==> src/rtl/iterative_restoring_divider_64_32.sv <==
// Sequential unsigned restoring divider: 2W-bit dividend / W-bit divisor, one quotient bit per enabled cycle.
// Optional result self-check (port check_err) is built when DIV_SELFCHECK_EN is defined.
module iterative_restoring_divider_64_32 #(
  parameter int W = 32
) (
  input  logic           clk,
  input  logic           rst,
  input  logic           enable,
  input  logic           start,
  input  logic [2*W-1:0] dividend,
  input  logic [W-1:0]   divisor,
  output logic [W-1:0]   quotient,
  output logic [W-1:0]   remainder,
  output logic           busy,
  output logic           done,
  output logic           div_by_zero,
  output logic           overflow
`ifdef DIV_SELFCHECK_EN
  ,
  output logic           check_err
`endif
);

  localparam int CW = $clog2(W);

  typedef enum logic [1:0] {
    IDLE = 2'd0,
    ITER = 2'd1,
    DONE = 2'd2
  } state_e;

  state_e         state_q, state_d;
  // Partial remainder is always below D, so its top (W+1-th) bit is never stored.
  logic [W-1:0]   r_q, r_d;
  logic [W-1:0]   q_q, q_d;
  logic [W-1:0]   d_q, d_d;
  logic [CW-1:0]  cnt_q, cnt_d;
  logic [W-1:0]   quotient_q, quotient_d;
  logic [W-1:0]   remainder_q, remainder_d;
  logic           dbz_q, dbz_d;
  logic           ovf_q, ovf_d;

  logic [W:0]     t;
  logic           qbit;
  logic [W-1:0]   r_next;
  logic [W-1:0]   q_next;

`ifdef DIV_SELFCHECK_EN
  logic [2*W-1:0] dvd_q, dvd_d;
  logic           chk_q, chk_d;
  logic [2*W-1:0] recon;
`endif

  always_comb begin
    // NOTE: every variable gets a default first so no path leaves one unassigned (no latches).
    state_d     = state_q;
    r_d         = r_q;
    q_d         = q_q;
    d_d         = d_q;
    cnt_d       = cnt_q;
    quotient_d  = quotient_q;
    remainder_d = remainder_q;
    dbz_d       = dbz_q;
    ovf_d       = ovf_q;

    t      = {r_q, q_q[W-1]};
    qbit   = (t >= {1'b0, d_q});
    r_next = qbit ? W'(t - {1'b0, d_q}) : t[W-1:0];
    q_next = {q_q[W-2:0], qbit};

`ifdef DIV_SELFCHECK_EN
    dvd_d = dvd_q;
    chk_d = chk_q;
    recon = ({{W{1'b0}}, q_next} * {{W{1'b0}}, d_q}) + {{W{1'b0}}, r_next};
`endif

    if (enable) begin
      unique case (state_q)
        IDLE: begin
          if (start) begin
            d_d   = divisor;
            dbz_d = 1'b0;
            ovf_d = 1'b0;
`ifdef DIV_SELFCHECK_EN
            dvd_d = dividend;
            chk_d = 1'b0;
`endif
            if (divisor == '0) begin
              dbz_d       = 1'b1;
              quotient_d  = '1;
              remainder_d = dividend[W-1:0];
              state_d     = DONE;
            end else if (dividend[2*W-1:W] >= divisor) begin
              ovf_d       = 1'b1;
              quotient_d  = '1;
              remainder_d = '0;
              state_d     = DONE;
            end else begin
              r_d     = dividend[2*W-1:W];
              q_d     = dividend[W-1:0];
              cnt_d   = CW'(W - 1);
              state_d = ITER;
            end
          end
        end
        ITER: begin
          r_d = r_next;
          q_d = q_next;
          if (cnt_q == '0) begin
            quotient_d  = q_next;
            remainder_d = r_next;
            state_d     = DONE;
`ifdef DIV_SELFCHECK_EN
            chk_d = (recon != dvd_q);
`endif
          end else begin
            cnt_d = cnt_q - 1'b1;
          end
        end
        DONE:    state_d = IDLE;
        default: state_d = IDLE;
      endcase
    end
  end

  always_ff @(posedge clk or posedge rst) begin
    if (rst) begin
      state_q     <= IDLE;
      r_q         <= '0;
      q_q         <= '0;
      d_q         <= '0;
      cnt_q       <= '0;
      quotient_q  <= '0;
      remainder_q <= '0;
      dbz_q       <= 1'b0;
      ovf_q       <= 1'b0;
`ifdef DIV_SELFCHECK_EN
      dvd_q       <= '0;
      chk_q       <= 1'b0;
`endif
    end else begin
      // NOTE: non-blocking assignments so every register samples pre-edge values.
      state_q     <= state_d;
      r_q         <= r_d;
      q_q         <= q_d;
      d_q         <= d_d;
      cnt_q       <= cnt_d;
      quotient_q  <= quotient_d;
      remainder_q <= remainder_d;
      dbz_q       <= dbz_d;
      ovf_q       <= ovf_d;
`ifdef DIV_SELFCHECK_EN
      dvd_q       <= dvd_d;
      chk_q       <= chk_d;
`endif
    end
  end

  assign quotient    = quotient_q;
  assign remainder   = remainder_q;
  assign div_by_zero = dbz_q;
  assign overflow    = ovf_q;
  assign busy        = (state_q == ITER);
  assign done        = (state_q == DONE);
`ifdef DIV_SELFCHECK_EN
  assign check_err   = chk_q;
`endif

endmodule
==> config.mk <==
export PLATFORM = sky130hd
export DESIGN_NAME = iterative_restoring_divider_64_32
export DESIGN_NICKNAME = d
export VERILOG_FILES = /design/src/rtl/iterative_restoring_divider_64_32.sv
export SDC_FILE = /design/constraint.sdc
export NUM_CORES = 1
export LEC_CHECK = 0
export BUFFER_PORTS_ARGS = -buffer_cell sky130_fd_sc_hd__buf_2
export CAP_MARGIN = 20
export CORE_UTILIZATION = 59
export DETAILED_ROUTE_END_ITERATION = 16
export HOLD_SLACK_MARGIN = 0.03
export PLACE_DENSITY = 0.82
export SYNTH_ARGS = -nofsm -noshare
export SYNTH_HDL_FRONTEND = slang
export SYNTH_SLANG_ARGS = --single-unit
==> constraint.sdc <==
create_clock -name clk -period 13.7 [get_ports clk]
set_clock_uncertainty 0.05 [all_clocks]
set_input_delay 1.37 -clock clk [delete_from_list [all_inputs] [get_ports clk]]
set_output_delay 1.37 -clock clk [all_outputs]
set_load 0.05 [all_outputs]
==> impl_metrics.sql <==
INSERT INTO impl_metrics (metric_group, metric, value, unit) VALUES
('outcome', 'run_status', 'completed', ''),
('sta', 'grt_setup_unrepaired', 'no', ''),
('drt', 'remaining_drc_errors', '0', ''),
('floorplanning', 'floorplan.io_pins', '168', ''),
('sta', 'fin_setup_tns', '0', 'ns'),
('layout', 'finish.net_count', '1533', ''),
('drt', 'postRouteAntennaNets', '0', ''),
('global_route', 'grt_pass1_wl', '47800', 'um'),
('clock_tree', 'cts-buffers-inserted', '17', ''),
('placement', 'globalplace.congestion', '1.00', ''),
('setup_path', 'cp-start-kind', 'input port', ''),
('setup_path', 'startpoint', 'divisor[20]', ''),
('sta', 'max_clock_freq', '213', 'MHz'),
('layout', 'layout.cells.most_common_list', '231 x sky130_fd_sc_hd__nand2_1, 169 x sky130_fd_sc_hd__dfrtp_1, 167 x sky130_fd_sc_hd__buf_2, 124 x sky130_fd_sc_hd__nor2_1, 102 x sky130_fd_sc_hd__a21oi_1', ''),
('clock_tree', 'cts.hold.buffers_added', '0', ''),
('floorplanning', 'floorplan.die.width', '134', 'um'),
('layout', 'insertedDiodeCount', '0', ''),
('sta', 'timing.final.crit_period', '4.69', 'ns'),
('setup_path', 'regToRegStartpoint', 'r_q[11]', ''),
('logic_synthesis', 'synth_enable_flop_cells', '0', ''),
('clock_tree', 'clock_sink_count', '169', ''),
('sta', 'setup_viol', '0', ''),
('drt', 'firstDrtPassIters', '7', ''),
('layout', 'layout_cell_share_with_drive_strength_beyond_1', '0.183', ''),
('clock_tree', 'worstSkewPairLatency', '0.44', 'ns'),
('placement', 'placement.io_buffers', '167', ''),
('logic_synthesis', 'syn_area_per_cell', '8.33', 'um^2'),
('drt', 'routed_wirelength', '30200', 'um'),
('logic_synthesis', 'synthesis.nets', '1405', ''),
('logic_synthesis', 'synth_top_flop_cell', 'sky130_fd_sc_hd__dfrtp_1', ''),
('sta', 'tightest_slew', '1.13', 'ns'),
('floorplanning', 'initial_core_util', '0.613', ''),
('clock_tree', 'worst_setup_hold_path_clk_slew', '0.08', 'ns'),
('logic_synthesis', 'netlist_instances', '1238', ''),
('logic_synthesis', 'ys.warnings.count', '0', ''),
('sta', 'worst_slew_margin_relative_to_its_limit', '0.245', ''),
('global_route', 'grt_antenna_before_repair', '1', ''),
('hold_path', 'min_delay_worst_type', 'reg2reg', ''),
('clock_tree', 'cts.repair_timing.setup_buffer_count', '0', ''),
('clock_tree', 'tritoncts', 'done', ''),
('global_route', 'grt_start_max_net_pins', '96', ''),
('placement', 'postPlaceCellArea', '11200', 'um^2'),
('layout', 'nFillCells', '1408', ''),
('floorplanning', 'row_count', '47', ''),
('setup_path', 'critical_path.endpoint_type', 'flip-flop', ''),
('hold_path', 'min_from', 'quotient[4]', ''),
('logic_synthesis', 'unique_cell_type_count_in_the_yosys_netlist', '72', ''),
('drt', 'route.vias.total', '9876', ''),
('job', 'max_cap_violations', '0', ''),
('layout', 'area_growth_syn_to_layout', '14.2', '%'),
('clock_tree', 'clock_path_buffers', '2', ''),
('clock_tree', 'clock-root-buffer', 'sky130_fd_sc_hd__clkbuf_16', ''),
('floorplanning', 'floorplan.core_area', '16800', 'um^2'),
('logic_synthesis', 'synth_seq_area_share', '0.410', ''),
('global_route', 'total_grt_overflow', '0', ''),
('global_route', 'grt.busiest_layer', 'met2', ''),
('logic_synthesis', 'postSynthRegisterBits', '169', ''),
('global_route', 'gr-usage-met1', '0.470', ''),
('placement', 'pre_cts_slack', '8.60', 'ns'),
('global_route', 'grt.total_usage', '0.343', ''),
('layout', 'summed_area_of_non_filler_cells_in_the_final_layout', '11800', 'um^2'),
('sta', 'timing.final.crit_share', '0.342', ''),
('drt', 'drt_first_iter_violations', '944', ''),
('floorplanning', 'chipHeight', '134', 'um'),
('drt', 'wl_per_cell', '18.9', 'um'),
('global_route', 'grtUsageMet2', '0.552', ''),
('setup_path', 'critical_path_arrival', '5.00', 'ns'),
('setup_path', 'worst-endpoint-required', '14.01', 'ns'),
('setup_path', 'critical_path_class', 'in2reg', ''),
('logic_synthesis', 'synth_area', '10300', 'um^2'),
('layout', 'layout.cells.most_common', 'sky130_fd_sc_hd__nand2_1', ''),
('global_route', 'via_count_of_the_first_global_routing_pass', '9097', ''),
('logic_synthesis', 'postSynth.asyncResetShare', '1.00', ''),
('sta', 'timing_max_transition_violations_final', '0', ''),
('floorplanning', 'floorplan.die_area', '18000', 'um^2'),
('sta', 'layout_setup_ws', '9.01', 'ns'),
('setup_path', 'path_max_fanout', '95', ''),
('drt', 'vias_per_cell', '6.18', ''),
('clock_tree', 'post_cts_sizing_count', '0', ''),
('sta', 'finalHoldViolCount', '0', ''),
('global_route', 'gr-usage-met3', '0.0578', ''),
('placement', 'dp_wirelength', '21800', 'um'),
('clock_tree', 'ctsHtreeMaxLevel', '4', '');
-- layout make-up --
cell class	instances	area (um^2)	share of cell area
clock inverters	15	153	0.0130
multi-input cells	917	5450	0.463
well taps	220	275	0.0234
inverters	84	320	0.0272
clock buffers	17	425	0.0361
flip-flops and latches	169	4230	0.359
repair buffers	177	923	0.0784
-- worst paths after layout --
check | end | slack, ns | cells past startpoint
max | cnt_q[2] | 9.01 | 12
min | quotient[4] | 0.41 | 2
max reg2reg | r_q[19] | 9.70 | 10
min reg2reg | quotient[4] | 0.41 | 2
max in group asynchronous | d_q[5] | 10.96 | 3
min in group asynchronous | quotient[15] | 1.06 | 2
-- per-layer routing --
layer / vias to the layer above / share of wire
met5: - / 0
met4: 0 / 0.025
met3: 51 / 0.087
met2: 463 / 0.47
met1: 4744 / 0.42
li1: 4618 / -
-- logic make-up after synthesis --
kind of cell / count (synthesis) / share of synthesized area
flip-flops: 169 / 0.410
AND/OR/NAND/NOR: 444 / 0.182
AO/OA/AOI/OAI: 378 / 0.236
adder cells (fa/ha/maj): 67 / 0.0820
XOR/XNOR: 21 / 0.0178
multiplexers: 7 / 0.00728
buffers and inverters: 152 / 0.0646
-- metrics by stage --
stage | util | hold slack [ns] | instances
6_report | 0.700 | 0.410 | 1599
5_1_grt | 0.700 | 0.436 | 1599
4_1_cts | 0.699 | 0.417 | 1598
3_5_place_dp | 0.664 | 0.401 | 1566
3_3_place_gp | 0.664 | 0.394 | 1566
2_1_floorplan | - | 0.391 | 1238
-- flip-flops by register name (all words and copies together) (netlist names) --
| register | flops |
|---|---|
| d_q | 32 |
| q_q | 32 |
| quotient | 32 |
| r_q | 32 |
| remainder | 32 |
| cnt_q | 5 |
| state_q | 2 |
| div_by_zero | 1 |
| overflow | 1 |
-- synth_stat cells, types with 4 or more instances --
cell type | count | area, um^2
sky130_fd_sc_hd__a21o_1 | 9 | 67.6
sky130_fd_sc_hd__and3_1 | 8 | 50.1
sky130_fd_sc_hd__o21bai_1 | 5 | 37.5
sky130_fd_sc_hd__nand2b_1 | 4 | 25.0
sky130_fd_sc_hd__nand3_1 | 15 | 75.1
sky130_fd_sc_hd__xor2_1 | 10 | 87.6
sky130_fd_sc_hd__buf_2 | 24 | 120
sky130_fd_sc_hd__o31ai_1 | 4 | 30.0
sky130_fd_sc_hd__a22oi_2 | 19 | 238
sky130_fd_sc_hd__ha_1 | 66 | 826
sky130_fd_sc_hd__nor3_1 | 17 | 85.1
sky130_fd_sc_hd__nor2_1 | 124 | 465
sky130_fd_sc_hd__a21oi_1 | 102 | 510
sky130_fd_sc_hd__buf_4 | 4 | 30.0
sky130_fd_sc_hd__a41oi_1 | 7 | 61.3
sky130_fd_sc_hd__inv_1 | 83 | 312
sky130_fd_sc_hd__nand2_1 | 232 | 871
sky130_fd_sc_hd__clkbuf_1 | 34 | 128
sky130_fd_sc_hd__nand4_1 | 13 | 81.3
sky130_fd_sc_hd__a31oi_1 | 76 | 475
sky130_fd_sc_hd__o21a_1 | 5 | 37.5
sky130_fd_sc_hd__nand4b_1 | 4 | 35.0
sky130_fd_sc_hd__o211ai_1 | 8 | 60.1
sky130_fd_sc_hd__xnor2_1 | 11 | 96.3
sky130_fd_sc_hd__mux2_2 | 4 | 45.0
sky130_fd_sc_hd__dfrtp_1 | 169 | 4230
sky130_fd_sc_hd__nor4_1 | 11 | 68.8
sky130_fd_sc_hd__o21ai_0 | 95 | 475
sky130_fd_sc_hd__a22oi_1 | 11 | 82.6
-- worst max-delay path, stage by stage --
cell and delay (ns):
sky130_fd_sc_hd__buf_2 0.15, sky130_fd_sc_hd__inv_1 0.06, sky130_fd_sc_hd__ha_1 0.31, sky130_fd_sc_hd__nand4_1 0.23, sky130_fd_sc_hd__o21ai_0 0.13, sky130_fd_sc_hd__o221ai_1 0.34
sky130_fd_sc_hd__o2111ai_1 0.45, sky130_fd_sc_hd__o41ai_4 0.43, sky130_fd_sc_hd__buf_4 0.77, sky130_fd_sc_hd__and2_0 0.40, sky130_fd_sc_hd__o21ai_0 0.16, sky130_fd_sc_hd__mux2i_1 0.17
Power is not shown: default switching activity piles up to over one toggle a cycle in this logic, so the estimate is an artifact.
